## src/rtl/bufg_gt_multi.sv

```systemverilog
// Multi-channel GT clock divider/gate: each channel divides I by DIV+1 and starts, stops,
// and changes ratio only at period boundaries. SYNC restarts all running channels in phase.
module bufg_gt_multi #(
  parameter int unsigned NCH   = 4,
  parameter int unsigned DIV_W = 4
) (
  input  logic                 I,
  input  logic                 CLR_N,
  input  logic [NCH-1:0]       CE,
  input  logic [NCH*DIV_W-1:0] DIV,
  input  logic                 SYNC,
  output logic [NCH-1:0]       O,
  output logic [NCH-1:0]       RUN
);

  for (genvar k = 0; k < NCH; k++) begin : g_ch
    logic             run_q, run_d;
    logic [DIV_W-1:0] cnt_q, cnt_d;
    logic [DIV_W-1:0] div_q, div_d;
    logic             o_q, o_d;
    logic             g_q, g_d;
    logic [DIV_W-1:0] div_in;
    logic [DIV_W:0]   n, h, cnt_inc;
    logic             bypass;
    logic             reload;

    assign div_in = DIV[k*DIV_W +: DIV_W];

    always_comb begin
      run_d   = run_q;
      cnt_d   = cnt_q;
      div_d   = div_q;
      o_d     = o_q;
      bypass  = (div_q == '0);
      n       = {1'b0, div_q} + (DIV_W+1)'(1);
      h       = (n + (DIV_W+1)'(1)) >> 1;
      cnt_inc = {1'b0, cnt_q} + (DIV_W+1)'(1);
      // SYNC with CE forces the same reload a boundary would perform.
      reload  = (SYNC && CE[k]) || bypass || (cnt_q == div_q);

      if (!run_q) begin
        if (CE[k]) begin
          run_d = 1'b1;
          cnt_d = '0;
          div_d = div_in;
          o_d   = (div_in != '0);
        end
      end else if (reload) begin
        if (!CE[k]) begin
          run_d = 1'b0;
          o_d   = 1'b0;
        end else begin
          cnt_d = '0;
          div_d = div_in;
          o_d   = (div_in != '0);
        end
      end else begin
        cnt_d = cnt_inc[DIV_W-1:0];
        o_d   = (cnt_inc < h);
      end

      g_d = run_q & bypass;
    end

    always_ff @(posedge I or negedge CLR_N) begin
      if (!CLR_N) begin
        run_q <= 1'b0;
        cnt_q <= '0;
        div_q <= '0;
        o_q   <= 1'b0;
      end else begin
        run_q <= run_d;
        cnt_q <= cnt_d;
        div_q <= div_d;
        o_q   <= o_d;
      end
    end

    // Gate changes only while I is low so the bypassed clock never gets a runt.
    always_ff @(negedge I or negedge CLR_N) begin
      if (!CLR_N) begin
        g_q <= 1'b0;
      end else begin
        g_q <= g_d;
      end
    end

    assign O[k]   = bypass ? (I & g_q) : o_q;
    assign RUN[k] = run_q;
  end

endmodule

```

## config.mk

```make
export PLATFORM = sky130hd
export DESIGN_NAME = bufg_gt_multi
export DESIGN_NICKNAME = d
export VERILOG_FILES = /design/src/rtl/bufg_gt_multi.sv
export SDC_FILE = /design/constraint.sdc
export NUM_CORES = 1
export LEC_CHECK = 0
export ABC_AREA = 1
export CAP_MARGIN = 20
export CORE_MARGIN = 4
export CORE_UTILIZATION = 20
export DETAILED_ROUTE_END_ITERATION = 8
export GPL_TIMING_DRIVEN = 0
export PLACE_DENSITY_LB_ADDON = 0.15
export SYNTH_ARGS = -nofsm -noshare
export SYNTH_HDL_FRONTEND = slang
export SYNTH_SLANG_ARGS = --single-unit
```

## constraint.sdc

```tcl
create_clock -name I -period 2.2 [get_ports I]
set_clock_uncertainty 0.1 [all_clocks]
set_input_delay 0.44 -clock I [delete_from_list [all_inputs] [get_ports I]]
set_output_delay 0.44 -clock I [all_outputs]
set_load 0.05 [all_outputs]
```

==> out/results.ini, run 1 <==
[final_layout]
seq_area_mm2=0.00110
fin_nets=478
insertedDiodeCount=0
multiInputGateArea_mm2=0.00154
final_area_mm2=0.00376
fillers=1544
final_core_util_pct=26.8
stdcell_count=616
areaGrowthSynthToFinish_pct=29.7
drive_gt1_share_pct=14.9

[synth]
synth_nets=439
syn_area_per_cell_um2=7.32
synthCells=396
synth_area_mm2=0.00290
synth_warnings=0
synthDistinctLibCells=23
ys_seq_elements=44
synth-seq-area-share_pct=38.0

[placement]
dp_slack_ns=-0.775
io_buffers=26
place_congestion=0.812
dp.cells=603
dpl.hpwl_um=5410
placed_cell_area_mm2=0.00347

[timing]
fin_tns_setup_ns=-2.41
hold-worst-slack_ns=0.261
worst_slack_ns=-0.611
rsz0062_at_grt=true
slew_viol_final=0
worst_pin_slew_ns=0.497
setup_viol=8
finalHoldViolations=0
max_slew_margin_pct=67.0

[drt]
vias=2577
first_pass_iters=4
post_drt_via_cell_ratio=4.18
antenna_left=0
drc_errors=0
drt_iter0_markers=108
wl_um=7210
post_drt_wl_per_cell_um=11.7

[clock_tree]
clkTransAtPathRegs_ns=0.07
cts_tree=built
insertion_delay_ns=0.39

[min_path]
hold_class=in -> reg

[die]
io-pin-count=31
start_util_pct=20.7
fp-row-count=43
dieArea_mm2=0.0165
core_area_mm2=0.0140
die_h_um=128
die_x_um=128

[setup_path]
critical_path_buf_inv_count=1
crit_required_ns=1.66
crit_family=flip-flops
crit_path_end_kind=primary output
crit_path_start_kind=flop
max_stage_delay_ns=0.40
crit_chain=nand3_2 -> o21ai_4 -> buf_6
critPathKind=reg -> out
crit_path_max_fanout=1
slowest_stage=dfrtn_1
crit_arrival_ns=2.27

[power_and_ir_drop]
powerDensity_mw_per_mm2=1570
p_clk_share_pct=29.6
max-vdd-ir-drop_mv=0.476
comb_power_share_pct=42.9
p_sw_mw=2.66
internal_power_mw=3.27
leakage_nw=1.92
p_sw_share_pct=44.9
p_seq_share_pct=27.5
power_mw=5.92

[global_routing]
antenna_found_initial=0
grt_pass1_wl_um=12500
grt_overflow=0
grtUsageTotal_pct=9.42
grt_pass1_vias=2633
grt_max_degree=34

[run_status]
status=finished with violations
violations=setup timing

[run]
drv_cap=0

==> cell usage in the layout, fill, tap and decap left out <==
master	Yosys	layout
nand2_1	120	120
inv_1	52	52
nand3_1	44	40
dfrtp_1	40	39
nor2_1	28	28
ha_1	20	20
clkdlybuf4s50_1	0	17
o21ai_1	16	16
clkbuf_16	0	9
xor2_1	8	8
inv_2	8	8
buf_6	4	6
a21oi_1	6	6
buf_2	4	5
nor2_4	4	4
nand2_2	4	4
nand3_2	0	4
o21ai_4	0	4
xnor2_1	4	4
nor3_1	4	4
a31o_2	4	4
nor2_2	4	4
a21boi_0	4	4
o21ai_0	8	4
buf_4	4	4
dfrtn_1	4	4
dlygate4sd2_1	0	4
a21oi_2	2	2
buf_8	0	2
clkbuf_8	0	1
clkinv_4	0	1
bufinv_16	0	1
dfrtp_2	0	1
dlygate4sd3_1	0	1
buf_12	0	1
==> final cells by class <==
type / instances / share of cell area [%]
sequential: 44 / 29.3
buffer: 12 / 2.53
tap: 180 / 5.99
clock inverter: 2 / 1.03
clock buffer: 14 / 7.75
multi-input combinational: 280 / 41.0
inverter: 60 / 5.99
timing repair buffer: 24 / 6.39
==> final timing paths <==
kind / startpoint / endpoint / slack [ns] / cells past startpoint
min in group asynchronous: CLR_N / g_ch[2].run_q / 0.38 / 2
worst max register to register: g_ch[3].div_q[1] / g_ch[3].g_q / 0.17 / 3
worst max-delay path: g_ch[2].g_q / O[2] / -0.61 / 3
worst min-delay path: CE[2] / g_ch[2].div_q[1] / 0.26 / 3
max in group asynchronous: CLR_N / g_ch[0].g_q / 0.15 / 3
worst min register to register: g_ch[1].div_q[0] / g_ch[1].div_q[0] / 0.43 / 2
==> cells by family after synthesis <==
family | share of synthesized area, %
adders and majority gates | 8.63
AOI/OAI and AO/OA | 8.02
and+or+nand+nor | 30.7
xor gates and xnor gates | 3.62
buffers and inverters | 11.0
DFF | 38.0
==> Yosys cell counts, drive strengths merged <==
| master | number | share of area (%) |
|---|---|---|
| inv | 60 | 7.8 |
| xor2 | 8 | 2.4 |
| dfrtp | 40 | 35 |
| nand3 | 44 | 7.6 |
| a21oi | 8 | 1.6 |
| dfrtn | 4 | 3.5 |
| ha | 20 | 8.6 |
| o21ai | 24 | 4.1 |
| nand2 | 124 | 16 |
| a31o | 4 | 1.2 |
| buf | 12 | 3.3 |
| a21boi | 4 | 1.0 |
| nor2 | 36 | 6.0 |
| nor3 | 4 | 0.69 |
| xnor2 | 4 | 1.2 |
==> power by group through the flow <==
stage | combinational [mW] | clock [mW] | sequential, mW
finish | 2.54 | 1.76 | 1.63
global route | 2.98 | 1.88 | 1.70
CTS | 2.59 | 1.83 | 1.64
detailed placement | 2.60 | 0.369 | 1.65
global placement | 2.57 | 0.369 | 1.64
floorplan | 2.07 | 0.276 | 1.49
==> worst register-to-register path: stages, from the launching register on <==
cell and delay (ns):
dfrtp_1 0.47, nor2_1 0.08, nand2_1 0.12, nor2_1 0.05
==> metal layers <==
| metal | share of wire (%) | wire length [um] | vias up | global-route usage [%] |
|---|---|---|---|---|
| met5 | 0 | 0 | - | 0 |
| li1 | - | - | 1321 | - |
| met1 | 46 | 3290 | 1191 | 11.8 |
| met4 | 2.7 | 192 | 0 | 5.18 |
| met2 | 46 | 3330 | 48 | 14.1 |
| met3 | 5.4 | 387 | 17 | 3.45 |
==> what timing repair did <==
item / 4_1_cts / 5_1_grt
pin swaps: 1 / 1
hold buffers: 1 / 0
hold endpoints to repair: 9 / 0
setup buffers: 0 / 0
endpoints found under the setup margin: 24 / 10
gates resized for setup: 34 / 1
==> flip-flops by register name, summed over array words and instances (netlist names) <==
name,cells
g_ch.run_q,4
g_ch.g_q,4
g_ch.div_q,16
g_ch.cnt_q,16
g_ch.o_q,4
Power figures use the tool's default switching activity.
==> inputs of run 2 (changes only) <==
--- a/config.mk
+++ b/config.mk
@@ -5,7 +5,6 @@
 export SDC_FILE = /design/constraint.sdc
 export NUM_CORES = 1
 export LEC_CHECK = 0
-export ABC_AREA = 1
 export CAP_MARGIN = 20
 export CORE_MARGIN = 4
 export CORE_UTILIZATION = 20
==> run 2 against run 1 <==
The run still ends with setup timing left; sequential power is 4% higher; register-to-register slack worse by 0.11 ns; count of clock-buffer cells in the layout is 2 higher; first-iteration DRC count is 16% lower; synthesized area is 4.6% lower; critical path type unchanged; non-clock buffer count is 16 higher; final cell count is 22% lower; hold slack better by 0.19 ns.
==> out/results.ini, run 2 <==
[setup_path]
critPathKind=reg -> out
reg2reg_depth=2
cp-startpoint=g_ch[1].g_q
r2r_end=g_ch[1].g_q
crit_arrival_ns=2.26
crit_path_max_fanout=1
crit_required_ns=1.66
reg2reg_from=g_ch[1].div_q[3]
crit_path_end_kind=primary output
crit_path_start_kind=flop
worstSetupEndpoint=O[1]
r2r_slack_ns=0.06

[synth]
ys_seq_elements=44
synth_area_mm2=0.00277
synth-seq-area-share_pct=39.8
yosysTopAreaCellShare_pct=36.2
synth_nets=284
synthCells=241
synthTopCellsByArea=dfrtp_1 (36%), ha_1 (9.0%), xnor2_1 (7.6%), mux2_4 (6.0%), a32o_1 (4.3%)
syn_area_per_cell_um2=11.5
async_flop_share_pct=100
synth_common_cells=dfrtp_1 (40), xnor2_1 (24), ha_1 (20), inv_1 (14)
synth_top_flop_cell=dfrtp_1
synthDistinctLibCells=34
synth_warnings=0
synth.most_common_cell=dfrtp_1
synth_edf_count=0
yosysTopAreaCell=dfrtp_1

[global_routing]
grt_pass1_wl_um=11600
grt_max_degree=26
grtUsageTotal_pct=9.35
grt_pass1_vias=2323
grt_overflow=0
antenna_found_initial=0

[power_and_ir_drop]
internal_power_mw=3.74
max-vdd-ir-drop_mv=0.404
p_sw_share_pct=40.5
p_sw_mw=2.55
comb_power_share_pct=44.3
leakage_nw=1.66
powerDensity_mw_per_mm2=1640
power_mw=6.29
p_seq_share_pct=27.0
p_clk_share_pct=28.7

[die]
io-pin-count=31
die_h_um=126
die_x_um=126
core_area_mm2=0.0134
start_util_pct=20.6
fp-row-count=42
dieArea_mm2=0.0158

[drt]
vias=2049
first_pass_iters=6
wl_um=6820
post_drt_wl_per_cell_um=14.3
antenna_left=0
drt_iter0_markers=91
drc_errors=0
post_drt_via_cell_ratio=4.29

[placement]
dp.cells=448
io_buffers=30
dp_slack_ns=-0.780
dpl.hpwl_um=4750
place_congestion=0.746

[run]
drv_cap=0

[final_layout]
final_common_cell=dfrtp_1
insertedDiodeCount=0
drive_gt1_share_pct=30.1
final_cell_mix=dfrtp_1 (30), xnor2_1 (24), clkdlybuf4s50_1 (21)
fillers=1389
fin_nets=343
reg_top3=g_ch.cnt_q x16, g_ch.div_q x16
stdcell_count=478
final_core_util_pct=28.7
areaGrowthSynthToFinish_pct=38.8

[timing]
setup_viol=8
fin_tns_setup_ns=-2.38
worst_pin_slew_ns=0.934
rsz0062_at_grt=true
max_slew_margin_pct=37.7
slew_viol_final=0
worst_slack_ns=-0.601
finalHoldViolations=0

[clock_tree]
cts_tree=built
clkTransAtPathRegs_ns=0.07
insertion_delay_ns=0.40

[run_status]
status=finished with violations
violations=setup timing

[min_path]
hold_class=reg -> reg

-- run 2: changes by cell type after synthesis, moves of 10 or more --
cell,change
inv_1,-38
nor2_1,-27
mux2_4,+11
xnor2_1,+20
o21ai_1,-13
nor2b_1,+10
a32o_1,+12
nand2_1,-111
nand3_1,-32
-- run 2: metrics by stage --
stage	hold WS, ns	instance area, um^2
finish	0.451	3840
global route	0.493	3840
CTS	0.504	3770
detailed placement	0.351	3380
global placement	0.450	3360
floorplan	0.0444	2840
-- run 2: worst min path at each step --
| stage | from | endpoint | slack [ns] | depth (start not counted) |
|---|---|---|---|---|
| 6_report | g_ch[2].cnt_q[0] | g_ch[2].cnt_q[0] | 0.45 | 1 |
| 5_1_grt | g_ch[2].cnt_q[0] | g_ch[2].cnt_q[0] | 0.49 | 1 |
| 4_1_cts | g_ch[3].cnt_q[0] | g_ch[3].cnt_q[0] | 0.50 | 1 |
| 3_5_place_dp | CLR_N | g_ch[2].div_q[3] | 0.35 | 1 |
| 3_3_place_gp | g_ch[1].div_q[0] | g_ch[1].div_q[0] | 0.45 | 1 |
| 2_1_floorplan | CLR_N | g_ch[0].cnt_q[0] | 0.04 | 0 |
-- run 2: area by class of cell --
| class | count | area, um^2 | area share, % |
|---|---|---|---|
| clock buffer | 16 | 305 | 7.95 |
| buffer | 8 | 48.8 | 1.27 |
| inverter | 14 | 52.6 | 1.37 |
| multi-input combinational | 175 | 1660 | 43.3 |
| sequential | 44 | 1110 | 29.0 |
| tap | 176 | 220 | 5.73 |
| clock inverter | 1 | 30.0 | 0.782 |
| timing repair buffer | 44 | 405 | 10.6 |
-- run 2: kinds of logic (layout without fill, tap and decap cells) --
group	Yosys count	in the layout	share of synthesized area [%]
simple gates	55	55	14.6
compound gates	54	54	15.5
flops	44	44	39.8
xor+xnor	27	27	8.55
buf+inv	22	83	3.66
fa+ha+maj	20	20	9.05
mux	19	19	8.86
-- run 2: layer usage --
metal	track usage, %	share of wire, %	up-vias
met5	0	0	-
met4	4.34	1.6	0
met3	3.85	4.4	12
met2	13.9	46	42
met1	11.8	48	975
li1	-	-	1020
-- run 2: critical path: stages, from the launching register on --
cell and delay [ns]:
dfrtn_1 0.40, nand3_2 0.09, o21ai_4 0.08, buf_6 0.17
-- run 2: timing repair --
action / in CTS / in global routing
resized for setup: 38 / 9
buffers inserted: 7 / 8
setup endpoints to repair: 28 / 37
hold buffers: 2 / 0
pin swaps: 5 / 2
hold endpoints to repair: 18 / 0
-- run 2: power groups by stage --
stage	logic, mW	registers [mW]	clock network (mW)
floorplan	2.09	1.56	0.299
global placement	2.56	1.71	0.400
detailed placement	2.58	1.69	0.400
CTS	2.70	1.71	1.86
global route	3.17	1.77	1.92
finish	2.79	1.70	1.81
==> inputs of run 3 (changes only) <==
--- a/config.mk
+++ b/config.mk
@@ -10,6 +10,7 @@
 export CORE_UTILIZATION = 20
 export DETAILED_ROUTE_END_ITERATION = 8
 export GPL_TIMING_DRIVEN = 0
+export MAX_ROUTING_LAYER = met4
 export PLACE_DENSITY_LB_ADDON = 0.15
 export SYNTH_ARGS = -nofsm -noshare
 export SYNTH_HDL_FRONTEND = slang
==> run 3 against run 2 <==
The flow still finishes with violations (setup timing); highest routed layer unchanged; core utilization down 0.065 points; final area down 0.23%; via count about the same; register-to-register slack about the same; hold slack better by 0.0017 ns; routed wire length up 0.29%; total power down 0.21%; clock power about the same.
==> out/results.ini, run 3 (synthesis gave the netlist of run 2 again) <==
[run_status]
violations=setup timing
status=finished with violations

[setup_path]
crit_required_ns=1.66
crit_path_max_fanout=1
critPathKind=reg -> out
crit_path_end_kind=primary output
crit_arrival_ns=2.26
reg2reg_depth=3
crit_path_start_kind=flop

[die]
core_area_mm2=0.0134
die_x_um=126
io-pin-count=31
dieArea_mm2=0.0158
start_util_pct=20.6
fp-row-count=42
die_h_um=126

[timing]
worst_slack_ns=-0.601
finalHoldViolations=0
rsz0062_at_grt=true
setup_viol=8
slew_viol_final=0
max_slew_margin_pct=38.1
hold-worst-slack_ns=0.452
worst_pin_slew_ns=0.928

[power_and_ir_drop]
internal_power_mw=3.73
p_seq_share_pct=27.1
powerDensity_mw_per_mm2=1640
leakage_nw=1.65
p_clk_share_pct=28.7
p_sw_share_pct=40.6
p_sw_mw=2.55
max-vdd-ir-drop_mv=0.404
comb_power_share_pct=44.1
power_mw=6.28

[drt]
post_drt_wl_per_cell_um=14.3
first_pass_iters=7
antenna_left=0
post_drt_via_cell_ratio=4.30
drt_iter0_markers=95
wl_um=6840
drc_errors=0
vias=2051

[final_layout]
insertedDiodeCount=0
fin_nets=342
areaGrowthSynthToFinish_pct=38.5
final_area_mm2=0.00383
final_cell_mix=dfrtp_1 (31), xnor2_1 (24), clkdlybuf4s50_1 (21)
final_common_cell=dfrtp_1
reg_top3=g_ch.cnt_q x16, g_ch.div_q x16
drive_gt1_share_pct=29.6
final_core_util_pct=28.6

[global_routing]
grt_overflow=0
antenna_found_initial=0
grt_pass1_vias=2328
grt_pass1_wl_um=11600
grtUsageTotal_pct=9.57
grt_max_degree=26

[placement]
io_buffers=30
placed_cell_area_mm2=0.00338
dpl.hpwl_um=4750
place_congestion=0.756

[min_path]
hold_depth=1
hold_class=reg -> reg

[clock_tree]
cts_tree=built
clkTransAtPathRegs_ns=0.07
insertion_delay_ns=0.40

[run]
drv_cap=0

## run 3: layout make-up
class | count | area [um^2]
Fill cell | 1391 | 9570
Multi-Input combinational cell | 175 | 1660
Sequential cell | 44 | 1110
Timing Repair Buffer | 43 | 398
Clock buffer | 16 | 305
Tap cell | 176 | 220
Inverter | 14 | 52.6
Buffer | 8 | 48.8
Clock inverter | 1 | 30.0
## run 3: path summary, 6_finish.rpt
| check | startpoint | end | slack [ns] |
|---|---|---|---|
| worst min-delay path | g_ch[2].cnt_q[0] | g_ch[2].cnt_q[0] | 0.45 |
| worst max register to register | g_ch[2].div_q[1] | g_ch[2].g_q | 0.06 |
| worst max-delay path | g_ch[1].g_q | O[1] | -0.60 |
| min in group asynchronous | CLR_N | g_ch[2].cnt_q[3] | 0.49 |
| worst min register to register | g_ch[2].cnt_q[0] | g_ch[2].cnt_q[0] | 0.45 |
| max in group asynchronous | CLR_N | g_ch[0].g_q | 0.36 |
## run 3: routing by layer
| metal | GRT usage, % | wire length [um] |
|---|---|---|
| met3 | 3.30 | 299 |
| met5 | - | 0 |
| met1 | 11.9 | 3280 |
| met2 | 13.9 | 3100 |
| met4 | 4.72 | 158 |
## run 3: power by group through the flow
| stage | Sequential [mW] | Combinational (mW) | Clock, mW |
|---|---|---|---|
| after floorplan | 1.56 | 2.09 | 0.299 |
| after global placement | 1.71 | 2.56 | 0.400 |
| after detailed placement | 1.69 | 2.58 | 0.400 |
| after CTS | 1.71 | 2.70 | 1.86 |
| after global routing | 1.78 | 3.15 | 1.91 |
| final | 1.70 | 2.77 | 1.81 |
## run 3: through the flow
step,TNS (ns),cells,setup WS (ns)
after floorplan,-0.471,241,-0.0770
after global placement,-48.20,447,-1.90
after detailed placement,-4.00,448,-0.780
after CTS,-2.45,470,-0.622
after global routing,-2.56,477,-0.644
final,-2.38,477,-0.601
## run 3: repair_timing
action / 4_1_cts / 5_1_grt
resized for setup: 38 / 8
pin swaps: 5 / 1
hold buffers: 2 / 0
setup endpoints to repair: 28 / 37
hold endpoints to repair: 18 / 0
setup buffers: 7 / 7
## run 3: worst max-delay path, stage by stage, from the launching register on
cell     delay [ns]
dfrtn_1        0.40
nand3_2        0.09
o21ai_4        0.08
buf_6          0.17
